<file path="src/rtl/timer_seq_ctrl.sv">
// timer_seq_ctrl: START/STOP sequencer driving a 74x161-style 4-bit counter as a repeating interval timer.
// Optional feature macro: TIMER_PAUSE_EN (adds the PAUSE input that freezes counting in RUN).
`default_nettype none

module timer_seq_ctrl (
  input  logic       CLK,
  input  logic       CLR,
  input  logic       START,
  input  logic       STOP,
  input  logic [3:0] PRESET,
  input  logic [3:0] REPS,
`ifdef TIMER_PAUSE_EN
  input  logic       PAUSE,
`endif
  input  logic       RCO,
  output logic [3:0] D,
  output logic       LOAD_n,
  output logic       ENP,
  output logic       ENT,
  output logic       CLR_n,
  output logic       BUSY,
  output logic       TICK,
  output logic       DONE,
  output logic [3:0] REPS_LEFT
);

  typedef enum logic [1:0] {
    IDLE = 2'd0,
    LOAD = 2'd1,
    RUN  = 2'd2
  } state_t;

  state_t     state, state_nxt;
  logic [3:0] reps_left_nxt;
  logic       done_nxt;
  logic       capture;
  logic       pause;

`ifdef TIMER_PAUSE_EN
  assign pause = PAUSE;
`else
  assign pause = 1'b0;
`endif

  always_comb begin
    state_nxt     = state;
    reps_left_nxt = REPS_LEFT;
    done_nxt      = 1'b0;
    capture       = 1'b0;
    LOAD_n        = 1'b1;
    ENP           = 1'b0;
    ENT           = 1'b0;
    CLR_n         = ~CLR;
    TICK          = 1'b0;

    case (state)
      IDLE: begin
        if (START && !STOP) begin
          state_nxt     = LOAD;
          capture       = 1'b1;
          reps_left_nxt = REPS;
        end
      end
      LOAD: begin
        if (STOP) begin
          CLR_n         = 1'b0;
          state_nxt     = IDLE;
          reps_left_nxt = 4'd0;
        end else begin
          LOAD_n    = 1'b0;
          state_nxt = RUN;
        end
      end
      RUN: begin
        ENP = ~pause;
        ENT = ~pause;
        if (STOP) begin
          CLR_n         = 1'b0;
          state_nxt     = IDLE;
          reps_left_nxt = 4'd0;
        end else if (RCO && !pause) begin
          // Reload instead of wrapping; REPS_LEFT==0 here means continuous mode.
          TICK   = 1'b1;
          LOAD_n = 1'b0;
          if (REPS_LEFT == 4'd1) begin
            state_nxt     = IDLE;
            reps_left_nxt = 4'd0;
            done_nxt      = 1'b1;
          end else if (REPS_LEFT != 4'd0) begin
            reps_left_nxt = REPS_LEFT - 4'd1;
          end
        end
      end
      default: state_nxt = IDLE;
    endcase

    if (CLR) begin
      LOAD_n = 1'b1;
      ENP    = 1'b0;
      ENT    = 1'b0;
      TICK   = 1'b0;
    end
  end

  always_ff @(posedge CLK) begin
    if (CLR) begin
      state     <= IDLE;
      D         <= 4'd0;
      REPS_LEFT <= 4'd0;
      DONE      <= 1'b0;
    end else begin
      state     <= state_nxt;
      REPS_LEFT <= reps_left_nxt;
      DONE      <= done_nxt;
      if (capture) D <= PRESET;
    end
  end

  assign BUSY = (state == LOAD) || (state == RUN);

endmodule

`default_nettype wire

</file>
<file path="config.mk">
export PLATFORM = sky130hd
export DESIGN_NAME = timer_seq_ctrl
export DESIGN_NICKNAME = d
export VERILOG_FILES = /design/src/rtl/timer_seq_ctrl.sv
export SDC_FILE = /design/constraint.sdc
export NUM_CORES = 1
export LEC_CHECK = 0
export CORE_MARGIN = 5
export CORE_UTILIZATION = 42
export DETAILED_ROUTE_END_ITERATION = 16
export PLACE_DENSITY_LB_ADDON = 0.3
export SYNTH_ARGS = -nofsm -noshare
export SYNTH_HDL_FRONTEND = slang
export SYNTH_SLANG_ARGS = --single-unit
</file>
<file path="constraint.sdc">
create_clock -name CLK -period 1.7 [get_ports CLK]
set_input_delay 0.51 -clock CLK [delete_from_list [all_inputs] [get_ports CLK]]
set_output_delay 0.51 -clock CLK [all_outputs]
set_load 0.03 [all_outputs]
</file>
Word-level counts from Yosys, hierarchy flattened
Index checks and enable logic that the tools add are counted.
Word-level totals
  bits in registers: 11
  input port bits: 13
  output and inout port bits: 15
  logic and storage cells: 55
Cells by class
  add/subtract/negate cells: 1
  equal/unequal tests: 8
  multiplexer cells: 29
  bitwise logic cells: 3
  reductions and logical operators: 10
Operators with widths (number)
  $mux 4: 6
  $mux 1: 15
  $pmux 4 s3: 1
  $mux 2: 5
  $ne 3x3->1 const B: 2
  $pmux 2 s3: 1
  $reduce_and 5->1: 1
  $eq 4x1->1 const B: 1
  $ne 2x2->1 const B: 2
  $ne 4x4->1 const B: 1
  $reduce_bool 4->1: 1
  $reduce_or 4->1: 1
  $sub 4x1->4 const B: 1
  $not 1->1: 3
  $reduce_and 3->1: 1
  $reduce_bool 3->1: 1
  $eq 2x1->1 const B: 1
  $eq 2x2->1 const B: 1
  $logic_not 2->1: 1
  $pmux 1 s2: 1
  $reduce_or 2->1: 1
  $logic_and 1x1->1: 1
  $logic_not 1->1: 1
  $logic_or 1x1->1: 1

Logic depth before layout (Yosys ltp)
  word-level depth: 6
  gate-level depth with buffers: 6
  gate-level depth less buffers: 6

Least setup slack after synthesis
OpenSTA, ideal clock, no wires.
  path kind: flip-flop to output port
  start point: register state[0]
  end point: output port CLR_n
  arrival time: 1.416 ns
  required time: 1.190 ns
  path slack: -0.226 ns
  cell stages (with the launch flop): 4
  path through: dfxtp_1 -> inv_1 -> ha_1 -> a21oi_1
Between the ends
  cells in the longest elaborated chain, start to end: 3
  elaborated cells between the ends (all ways): 4
RTL lines
  from (decl): RTL line 33  | state_t state, state_nxt;
  from (signal assigned): RTL line 112  | state <= state_nxt;
  $eq 2x1->1 / $eq 2x2->1 (equally long branches): RTL line 56  | case (state)
  $reduce_or 2->1 (no line) *
  $mux 1 *
  to (decl): RTL line 20  | output logic CLR_n,
Every way passes the cells marked *; elsewhere a longest branch is shown, timed or not.

Worst setup path after layout
  start point: register state[0]
  end point: output port LOAD_n
Between the ends
  cells in the longest elaborated chain, start to end: 3
  elaborated cells between the ends (all ways): 4
RTL lines
  $eq 2x2->1 / $eq 2x1->1 (equally long branches): RTL line 56
  $pmux 1 s2 *: RTL line 56
  $mux 1 *: RTL line 97  | if (CLR) begin
  to (decl): RTL line 17  | output logic LOAD_n,
Marks and branches as above.

==> run summary <==
Failing checks - negative setup slack
DR iter-0 viols - 28
Post-Synthesis Cells - 79
Placer Congestion - 0.847
Router iterations before antenna repair - 4
Fillers - 96
GRT Total Usage - 0.155
Worst hold-check path type - reg2reg
Initial antenna violation count - 0
Core ar. - 1540 um2
Area of the multi-input gates - 562 um2
CTS tree - yes
H-Tree Depth - 1
Final period utilization - 1.09
Clk root buf - clkbuf_4
Pwr Total - 1.10 mW
Synth unique cells - 31
Initial Util - 0.456
Die span in x - 50.9 um
Clk_lat worst skew - 270 ps
Hold Startpoint - D[3]
Critical Path AT - 1350 ps
Crit path cell chain - inv_4, ha_4, nor2b_4, o22ai_2, nand3b_1, buf_6
Slowest stage delay, CP - 350 ps
Hpwl dp - 1.45 mm
Max Cap Viol - 0
Syn. warnings - 0
Status - finished with violations
Final Worst Setup Slack - -161 ps
Num ports - 28
CP Launch Point - state[0]
PD cells - 882 nW/um2
Max Root-Sink Buffers - 2
RSZ-0062 raised after global routing - true
Post-Syn Area per Cell - 8.90 um2
Sequential element share of the synthesized area - 0.313
Most common flop cell mapped by yosys - dfxtp_1
Final core utilization - 0.812
Hold Violations, Final - 0
FP Rows - 14
Share of the synthesized area in the top cell type - 0.313
Mapped Area - 703 um2
Critical Path RT - 1190 ps
Tightest Pin Transition - 312 ps
Worst Path Max Fanout - 5
Vias per Instance - 5.64
First-pass GRT wire length - 3.13 mm
Crit path max-delay cell type - dfxtp_2
CP startpoint kind - register
Asr flop ratio synth - 0
Area contributors post-synth - dfxtp_1 31%, ha_1 8.9%, mux2i_1 7.1%, a21oi_1 6.4%, nor2_1 4.8%
Fin nets - 143
FF+latch count, synth - 11
Number of synthesized flops with an enable pin - 0
DRT antenna net count - 0
Post-layout min period - 1860 ps
Remaining DRCs - 0
Crit path capture type - output pin
Seq. cell area - 228 um2
Max Clk Rate - 537 MHz
Total number of vias - 790
CTS Buf Count - 3
Layout Skew - 0.659 ps
Share of layout cells above drive strength 1 - 0.395
Die area - 2590 um2
Critical path type - reg2out
Reg2reg start - state[1]
Clk slew on worst S/H paths - 70 ps
I/O Buffers - 27
Slew Viols, Final - 0
Most frequent cells in the layout - 14 x buf_4, 12 x dlygate4sd2_1, 9 x nor2_1, 9 x clkdlybuf4s50_1
Worst slew margin - 0.790
Worst hold slack - 505 ps
Final setup vio count - 5
Setup TNS - -532 ps
Congestion Overflow GR - 0
Leading area contributor after synthesis - dfxtp_1
Wire length per cell - 15.7 um
# diodes - 0
Commonest non-fill, non-tap cell in the layout - buf_4
Post-Syn Nets - 97
P_leak - 0.569 nW
FF-to-FF setup slack - 70 ps
Area Overhead vs Synth - 77.9%
Clock sink total - 11
Die Y - 50.9 um
Largest net degree at the start of global routing - 8
Vias in the first global route - 750
DRT Wirelength - 2.20 mm
VDD IR-drop max - 0.000537 V
## synthesized netlist by cell type (2+ instances only)
cell / number
nand3b_1: 4
ha_1: 5
nor3_1: 2
inv_1: 4
nor2b_1: 4
nand2b_1: 3
dfxtp_1: 11
a211oi_1: 3
nor2_1: 9
mux2i_1: 5
a21oi_1: 9
## metal layers
metal / routed length (um) / GRT usage / up-vias
met5: 0 / 0 / -
met4: 27 / 0.0340 / 0
met3: 154 / 0.0610 / 2
met2: 1150 / 0.285 / 38
met1: 860 / 0.163 / 371
li1: - / - / 379
## state kept, by name (all words and copies together) (netlist names)
name / flops
D: 4
state: 2
REPS_LEFT: 4
DONE: 1
## final timing paths
check                       to  depth (start not counted)
setup / recovery        LOAD_n                          6
setup reg to reg  REPS_LEFT[2]                          7
hold reg to reg           D[3]                          2
hold / removal            D[3]                          2
## cells by family (layout without fill, tap and decap cells)
group | Yosys count | count (layout) | synth area share
adders and majority gates | 5 | 5 | 0.0890
DFF | 11 | 11 | 0.313
buffers and inverters | 7 | 52 | 0.0427
muxes | 5 | 5 | 0.0712
and+or+nand+nor | 30 | 30 | 0.286
AOI/OAI and AO/OA | 21 | 21 | 0.198
## cell type report
type,count,area share
Tap cell,16,0.0160
Clock inverter,1,0.00400
Inverter,5,0.0190
Timing Repair Buffer,43,0.312
Clock buffer,3,0.0180
Sequential cell,11,0.182
Multi-Input combinational cell,61,0.449
## metrics by stage
stage	std cells	area, um2	setup WS (ps)
floorplan	79	718	10.4
global placement	133	1080	-288
detailed placement	133	1080	-296
CTS	138	1170	-139
global route	140	1250	-240
finish	140	1250	-161
## what timing repair did
item                       4_1_cts  5_1_grt
setup endpoints to repair       19       10
buffers inserted                 1        3
hold buffers                     0        0
gates resized for setup         32       13
pin swaps                        4        7
cloned                           0        0
## critical path, delay by kind of cell, from the launching register on
kind,cells,cell delay (ps)
flip-flops,1,350
AND/OR/NAND/NOR,2,240
buffers and inverters,2,200
adder cells (fa/ha/maj),1,170
AO/OA/AOI/OAI,1,120
## power by group
group	internal [mW]	switching (mW)	total, mW
registers	0.288	0.0237	0.312
clock network	0.0871	0.0945	0.182
logic	0.299	0.310	0.610
total	0.675	0.429	1.10
Power figures use the tool's default switching activity.
